**src/rtl/bridge_dataslot_locator_pkg.sv**
```systemverilog
// Shared types for the bridge dataslot locator.
// Entry geometry, dataslot word views and FSM state encoding.
package bridge_dataslot_locator_pkg;

  localparam int unsigned DATASLOT_ENTRY_BYTES = 8;
  localparam int unsigned DATASLOT_SIZE_OFFSET = 4;

  typedef struct packed {
    logic [31:0] size_lower;
  } dataslot_odd_t;

  typedef struct packed {
    logic [15:0] params;
    logic [15:0] id;
  } dataslot_even_t;

  typedef enum logic [2:0] {
    IDLE,
    RD_ID,
    WAIT_ID,
    RD_SIZE,
    WAIT_SIZE,
    FINISH
  } locator_state_t;

endpackage

```
**src/rtl/bridge_dataslot_locator_if.sv**
```systemverilog
// Bridge dataslot read bus: bus_addr/bus_rd from the master,
// bus_rd_data/bus_rd_data_valid back from the memory side.
interface bridge_dataslot_locator_if;

  logic [31:0] bus_addr;
  logic        bus_rd;
  logic [31:0] bus_rd_data;
  logic        bus_rd_data_valid;

  modport master (
    output bus_addr,
    output bus_rd,
    input  bus_rd_data,
    input  bus_rd_data_valid
  );

  modport slave (
    input  bus_addr,
    input  bus_rd,
    output bus_rd_data,
    output bus_rd_data_valid
  );

endinterface

```
**src/rtl/bridge_dataslot_locator_read_timer.sv**
```systemverilog
// bridge_read_timer: loadable down-counter, expired when zero.
// Ports: clk, reset_n, load, load_value, enable, expired.
module bridge_read_timer #(
  parameter int unsigned WIDTH = 8
) (
  input  logic             clk,
  input  logic             reset_n,
  input  logic             load,
  input  logic [WIDTH-1:0] load_value,
  input  logic             enable,
  output logic             expired
);

  logic [WIDTH-1:0] cnt;

  always_ff @(posedge clk or negedge reset_n) begin
    if (!reset_n) begin
      cnt <= '0;
    end else if (load) begin
      cnt <= load_value;
    end else if (enable && cnt != '0) begin
      cnt <= cnt - 1'b1;
    end
  end

  assign expired = (cnt == '0);

endmodule

```
**src/rtl/bridge_dataslot_locator.sv**
```systemverilog
// Scans the dataslot table for slot_id; reports base, size, found.
// Ports: clk, reset_n, start, slot_id, bus (master), status outputs.
module bridge_dataslot_locator
  import bridge_dataslot_locator_pkg::*;
#(
  parameter logic [31:0] TABLE_BASE = 32'hF800_2000,
  parameter int unsigned MAX_SLOTS  = 32,
  parameter int unsigned TIMEOUT    = 255
) (
  input  logic                       clk,
  input  logic                       reset_n,
  input  logic                       start,
  input  logic [15:0]                slot_id,
  bridge_dataslot_locator_if.master  bus,
  output logic                       busy,
  output logic                       done,
  output logic                       slot_base_found,
  output logic [31:0]                slot_base_address,
  output logic [31:0]                slot_size,
  output logic                       timeout_err
);

  localparam int unsigned IDX_W =
    (MAX_SLOTS > 1) ? $clog2(MAX_SLOTS) : 1;
  localparam int unsigned TMR_W = $clog2(TIMEOUT + 1);
  localparam logic [IDX_W-1:0] LAST_IDX = IDX_W'(MAX_SLOTS - 1);
  // Loaded with TIMEOUT-1 so expiry lands on the TIMEOUT-th wait cycle.
  localparam logic [TMR_W-1:0] TMR_LOAD = TMR_W'(TIMEOUT - 1);

  locator_state_t   state, state_d;
  logic [IDX_W-1:0] index, index_d;
  logic [15:0]      id_q, id_d;
  logic             found_q, found_d;
  logic             terr_q, terr_d;
  logic [31:0]      base_q, base_d;
  logic [31:0]      size_q, size_d;

  dataslot_even_t   rd_word;
  logic [31:0]      entry_base;
  logic             waiting;
  logic             expired;

  assign rd_word    = bus.bus_rd_data;
  assign entry_base = TABLE_BASE
                    + 32'(index) * 32'(DATASLOT_ENTRY_BYTES);
  assign waiting    = (state == WAIT_ID) || (state == WAIT_SIZE);

  bridge_read_timer #(
    .WIDTH (TMR_W)
  ) u_timer (
    .clk        (clk),
    .reset_n    (reset_n),
    .load       (bus.bus_rd),
    .load_value (TMR_LOAD),
    .enable     (waiting),
    .expired    (expired)
  );

  always_ff @(posedge clk or negedge reset_n) begin
    if (!reset_n) begin
      state   <= IDLE;
      index   <= '0;
      id_q    <= '0;
      found_q <= 1'b0;
      terr_q  <= 1'b0;
      base_q  <= '0;
      size_q  <= '0;
    end else begin
      state   <= state_d;
      index   <= index_d;
      id_q    <= id_d;
      found_q <= found_d;
      terr_q  <= terr_d;
      base_q  <= base_d;
      size_q  <= size_d;
    end
  end

  always_comb begin
    state_d      = state;
    index_d      = index;
    id_d         = id_q;
    found_d      = found_q;
    terr_d       = terr_q;
    base_d       = base_q;
    size_d       = size_q;
    bus.bus_addr = '0;
    bus.bus_rd   = 1'b0;
    done         = 1'b0;
    unique case (state)
      IDLE: begin
        if (start) begin
          id_d    = slot_id;
          index_d = '0;
          found_d = 1'b0;
          terr_d  = 1'b0;
          state_d = RD_ID;
        end
      end
      RD_ID: begin
        bus.bus_addr = entry_base;
        bus.bus_rd   = 1'b1;
        state_d      = WAIT_ID;
      end
      WAIT_ID: begin
        bus.bus_addr = entry_base;
        // A valid on the expiry cycle still counts.
        if (bus.bus_rd_data_valid) begin
          if (rd_word.id == id_q) begin
            state_d = RD_SIZE;
          end else if (index == LAST_IDX) begin
            state_d = FINISH;
          end else begin
            index_d = index + 1'b1;
            state_d = RD_ID;
          end
        end else if (expired) begin
          terr_d  = 1'b1;
          found_d = 1'b0;
          state_d = FINISH;
        end
      end
      RD_SIZE: begin
        bus.bus_addr = entry_base + 32'(DATASLOT_SIZE_OFFSET);
        bus.bus_rd   = 1'b1;
        state_d      = WAIT_SIZE;
      end
      WAIT_SIZE: begin
        bus.bus_addr = entry_base + 32'(DATASLOT_SIZE_OFFSET);
        if (bus.bus_rd_data_valid) begin
          size_d  = rd_word;
          base_d  = entry_base;
          found_d = 1'b1;
          state_d = FINISH;
        end else if (expired) begin
          terr_d  = 1'b1;
          found_d = 1'b0;
          state_d = FINISH;
        end
      end
      FINISH: begin
        done    = 1'b1;
        state_d = IDLE;
      end
      default: state_d = IDLE;
    endcase
  end

  assign busy              = waiting
                          || (state == RD_ID)
                          || (state == RD_SIZE);
  assign slot_base_found   = found_q;
  assign timeout_err       = terr_q;
  assign slot_base_address = base_q;
  assign slot_size         = size_q;

endmodule

```
**src/flat_wrapper.sv**
```systemverilog
// flat-port wrapper written by rule: the top's interface ports become plain ports
module bridge_dataslot_locator_flat import bridge_dataslot_locator_pkg::*;
#(
  parameter logic [31:0] TABLE_BASE = 32'hF800_2000,
  parameter int unsigned MAX_SLOTS  = 32,
  parameter int unsigned TIMEOUT    = 255
)
  (clk, reset_n, start, slot_id, busy, done, slot_base_found, slot_base_address, slot_size, timeout_err, bus_bus_addr, bus_bus_rd, bus_bus_rd_data, bus_bus_rd_data_valid);
  bridge_dataslot_locator_if bus_i ();
  input  logic clk;
  input  logic reset_n;
  input  logic start;
  input  logic [15:0] slot_id;
  output logic busy;
  output logic done;
  output logic slot_base_found;
  output logic [31:0] slot_base_address;
  output logic [31:0] slot_size;
  output logic timeout_err;
  output wire logic [$bits(bus_i.bus_addr)-1:0] bus_bus_addr;
  output wire logic [$bits(bus_i.bus_rd)-1:0] bus_bus_rd;
  input wire logic [$bits(bus_i.bus_rd_data)-1:0] bus_bus_rd_data;
  input wire logic [$bits(bus_i.bus_rd_data_valid)-1:0] bus_bus_rd_data_valid;
  assign bus_bus_addr = bus_i.bus_addr;
  assign bus_bus_rd = bus_i.bus_rd;
  assign bus_i.bus_rd_data = bus_bus_rd_data;
  assign bus_i.bus_rd_data_valid = bus_bus_rd_data_valid;
  bridge_dataslot_locator #(.TABLE_BASE(TABLE_BASE), .MAX_SLOTS(MAX_SLOTS), .TIMEOUT(TIMEOUT)) u_core (.clk(clk), .reset_n(reset_n), .start(start), .slot_id(slot_id), .bus(bus_i), .busy(busy), .done(done), .slot_base_found(slot_base_found), .slot_base_address(slot_base_address), .slot_size(slot_size), .timeout_err(timeout_err));
endmodule
```
**config.mk**
```make
export PLATFORM = sky130hd
export DESIGN_NAME = bridge_dataslot_locator_flat
export DESIGN_NICKNAME = d
export VERILOG_FILES = /design/src/rtl/bridge_dataslot_locator_pkg.sv /design/src/rtl/bridge_dataslot_locator_if.sv /design/src/rtl/bridge_dataslot_locator_read_timer.sv /design/src/rtl/bridge_dataslot_locator.sv /design/src/flat_wrapper.sv
export SDC_FILE = /design/constraint.sdc
export NUM_CORES = 1
export LEC_CHECK = 0
export ABC_AREA = 1
export CORE_UTILIZATION = 47
export DETAILED_ROUTE_END_ITERATION = 10
export PLACE_DENSITY = 0.92
export SLEW_MARGIN = 20
export SYNTH_ARGS = -nofsm -noshare
export SYNTH_HDL_FRONTEND = slang
export SYNTH_SLANG_ARGS = --single-unit
export TNS_END_PERCENT = 30
```
**constraint.sdc**
```tcl
create_clock -name clk -period 3.4 [get_ports clk]
set_clock_uncertainty 0.2 [all_clocks]
set_input_delay 0.68 -clock clk [delete_from_list [all_inputs] [get_ports clk]]
set_output_delay 0.68 -clock clk [all_outputs]
set_load 0.01 [all_outputs]
```
==> metrics.md <==
| Metric | Value |
|---|---|
| Outcome | finished, final reports clean |
| Seq/Total Area, Yosys | 46.8% |
| Drt initial violations | 121 |
| Fin Setup TNS | 0 ps |
| Full die area | 8560 um2 |
| Core box area | 7810 um2 |
| Clock sink count | 72 |
| Clock Latency Late Sink | 340 ps |
| Number of global-route vias before repair | 3123 |
| Nets | 645 |
| N_diodes | 0 |
| Mux share of post-synthesis cell area | 0% |
| Critical path class | reg -> out |
| Power Density | 798 nW/um2 |
| Critical path's largest stage delay | 530 ps |
| Max Slew Vio Count | 0 |
| Xor/xnor share of the synthesized area | 0.682% |
| Avg Inst Size Synth | 7.91 um2 |
| Routed Antenna Nets | 0 |
| Port Buffers | 111 |
| DR pass1 iterations | 4 |
| Finished Core Util | 64.3% |
| First-pass GRT wire length | 14100 um |
| Crit Path Max Fanout | 7 |
| CP cell instances | inv_1, nand3_2, nand2_4, nor2_1, inv_1, clkdlybuf4s50_1 |
| CTS buffer count | 9 |
| Yosys warnings | 0 |
| I/O pins | 153 |
| Synth Area in Adders | 1.30% |
| Max VDD drop | 443 uV |
| Drt wl/cell | 11.8 um |
| Cells after Synth | 487 |
| GP Congestion | 0.845 |
| H-tree Lvls | 3 |
| Worst path slowest cell | clkdlybuf4s50_1 |
| GRT Util Overall | 20.8% |
| CP arrival | 2270 ps |
| GR Overflow Total | 0 |
| P_leak | 0.00250 uW |
| Final Cycle Share | 92.7% |
| Post-Synth Simple-Gate Area | 25.8% |
| Row count | 32 |
| Final wirelength | 8240 um |
| CP endpoint kind | primary output |
| Cell family with most CP delay | buffers and inverters |
| CP dominant cell by count | inv_1 |
| Worst Path Buf+Inv | 3 |
| Reg2reg path depth | 9 |
| Register bit total from synthesis | 72 |
| Area growth syn-to-layout | 30.4% |
| FMAX | 317 MHz |
| # Post-CTS Setup Buffers | 0 |
| Max_slew headroom | 41.0% |
| Die height | 92.5 um |
| RSZ-0062 raised after global routing | false |
| Starting density of the core | 49.3% |
| Post-DP Area | 4790 um2 |
| R2R Setup Slk | 1330 ps |
| CTS Root Cell | clkbuf_8 |
| # DRC | 0 |
| Design area | 5020 um2 |
| Worst-path clk slew | 80 ps |
| Total number of vias | 3255 |
| Layout cells sized above 1 | 6.57% |
| Hold Crit Class | in -> async |
| Largest net degree at the start of global routing | 59 |
| Critical Path RT | 2520 ps |
| Min cycle time layout | 3150 ps |
| Synth Area in Compound Gates | 7.34% |
| CTS tree | yes |
| Final setup fails | 0 |
| Post-DP HPWL | 6160 um |
| Die X | 92.5 um |
| Worst Setup Start Kind | flop |
| Worst-Margin Slew | 886 ps |
| Via/cell ratio | 4.68 |
| Critical path depth | 6 |
| Hold WS | 62.2 ps |
| Endpoints failing hold | 0 |
| Synth unique cells | 31 |
| Max clock buf depth | 2 |
| Synth Cell Area | 3850 um2 |
| Initial antenna violation count | 0 |
| Max-Cap Viols | 0 |
| Cts hold-fix bufs | 0 |
| Post-CTS sizing | 0 |
| Combinational family with the most area after synthesis | simple AND/OR/NAND/NOR gates |
## report_power, final
part	internal, uW	total [uW]	switching (uW)
Sequential	1210	1430	223
Clock	455	769	314
Combinational	880	1810	928
Total	2540	4010	1470
## registers in the layout, indices dropped and copies added (netlist names)
signal,flops
u_core.slot_size,32
u_core.state,3
u_core.index,5
u_core.id_q,16
u_core.u_timer.cnt,8
u_core.slot_base_found,1
u_core.slot_base_address,6
u_core.timeout_err,1
## cell usage after synthesis, drive strengths merged
cell type / number / area share, %
a21oi: 3 / 0.39
buf: 59 / 12
clkbuf: 3 / 0.29
clkinv: 1 / 0.097
conb: 1 / 0.097
dfrtp: 72 / 47
ha: 4 / 1.3
inv: 61 / 5.9
nand2: 170 / 17
nand3: 24 / 3.7
nand4: 2 / 0.32
nor2: 29 / 3.8
nor3: 5 / 0.91
o211ai: 2 / 0.39
o21a: 1 / 0.20
o21ai: 46 / 6.4
or2: 1 / 0.16
xnor2: 1 / 0.23
xor2: 2 / 0.45
## metal layers
metal / global-route usage (%) / routed length, um / vias up
li1: - / - / 1606
met1: 26.1 / 3500 / 1507
met2: 35.0 / 4080 / 129
met3: 4.27 / 545 / 13
met4: 8.72 / 123 / 0
met5: 0 / 0 / -
## cell families (layout without fill, tap and decap cells)
kind of cell	Yosys count	after routing
AO/OA/AOI/OAI	52	52
XOR/XNOR	3	3
adder cells (fa/ha/maj)	4	4
buffers and inverters	124	191
flip-flops	72	72
other	1	41
AND/OR/NAND/NOR	231	231
## final timing paths
check | startpoint | to
max | u_core.state[2]$_DFFE_PN0P_ | bus_bus_addr[29]
min | reset_n | u_core.slot_size[28]$_DFFE_PN0P_
max reg2reg | u_core.u_timer.cnt[0]$_DFFE_PN0P_ | u_core.u_timer.cnt[7]$_DFFE_PN0P_
min reg2reg | u_core.slot_size[20]$_DFFE_PN0P_ | u_core.slot_size[20]$_DFFE_PN0P_
max in group asynchronous | reset_n | u_core.u_timer.cnt[6]$_DFFE_PN0P_
min in group clk | u_core.slot_size[20]$_DFFE_PN0P_ | u_core.slot_size[20]$_DFFE_PN0P_
## through the flow
stage                     std cells  setup slack [ps]  power [uW]
final                           696               247        4010
after global routing            696              51.3        4330
after CTS                       696               220        4030
after detailed placement        680               601        3250
after global placement          680               669        3190
after floorplan                 527              1160        2490
## cell type report
class | count | area [um2]
repair buffers | 113 | 1120
well taps | 102 | 128
inverters | 62 | 233
multi-input cells | 331 | 1510
flip-flops and latches | 72 | 1800
fillers | 658 | 2790
clock buffers | 12 | 155
clock inverters | 4 | 76.3
## worst reg2reg max path: stages (launching register included)
cell and delay, ps:
dfrtp_1 360, inv_1 150, ha_1 180, nand3_1 70, nor3_1 380, nor2_4 150, inv_1 120, nand2_1 130
o21ai_0 100, o21ai_0 110
## cells in the final DEF (no fill, tap or decap), types with 3 or more instances in the layout
master           instances
a21oi_1                  3
clkbuf_8                11
clkdlybuf4s50_1        110
conb_1                  41
dfrtp_1                 72
ha_1                     4
inv_1                   57
inv_2                    4
nand2_1                167
nand3_1                 21
nor2_1                  25
nor2_4                   3
nor3_1                   3
o21ai_0                 41
o21ai_2                  4
Note: power is estimated with default switching activity, not from simulation.
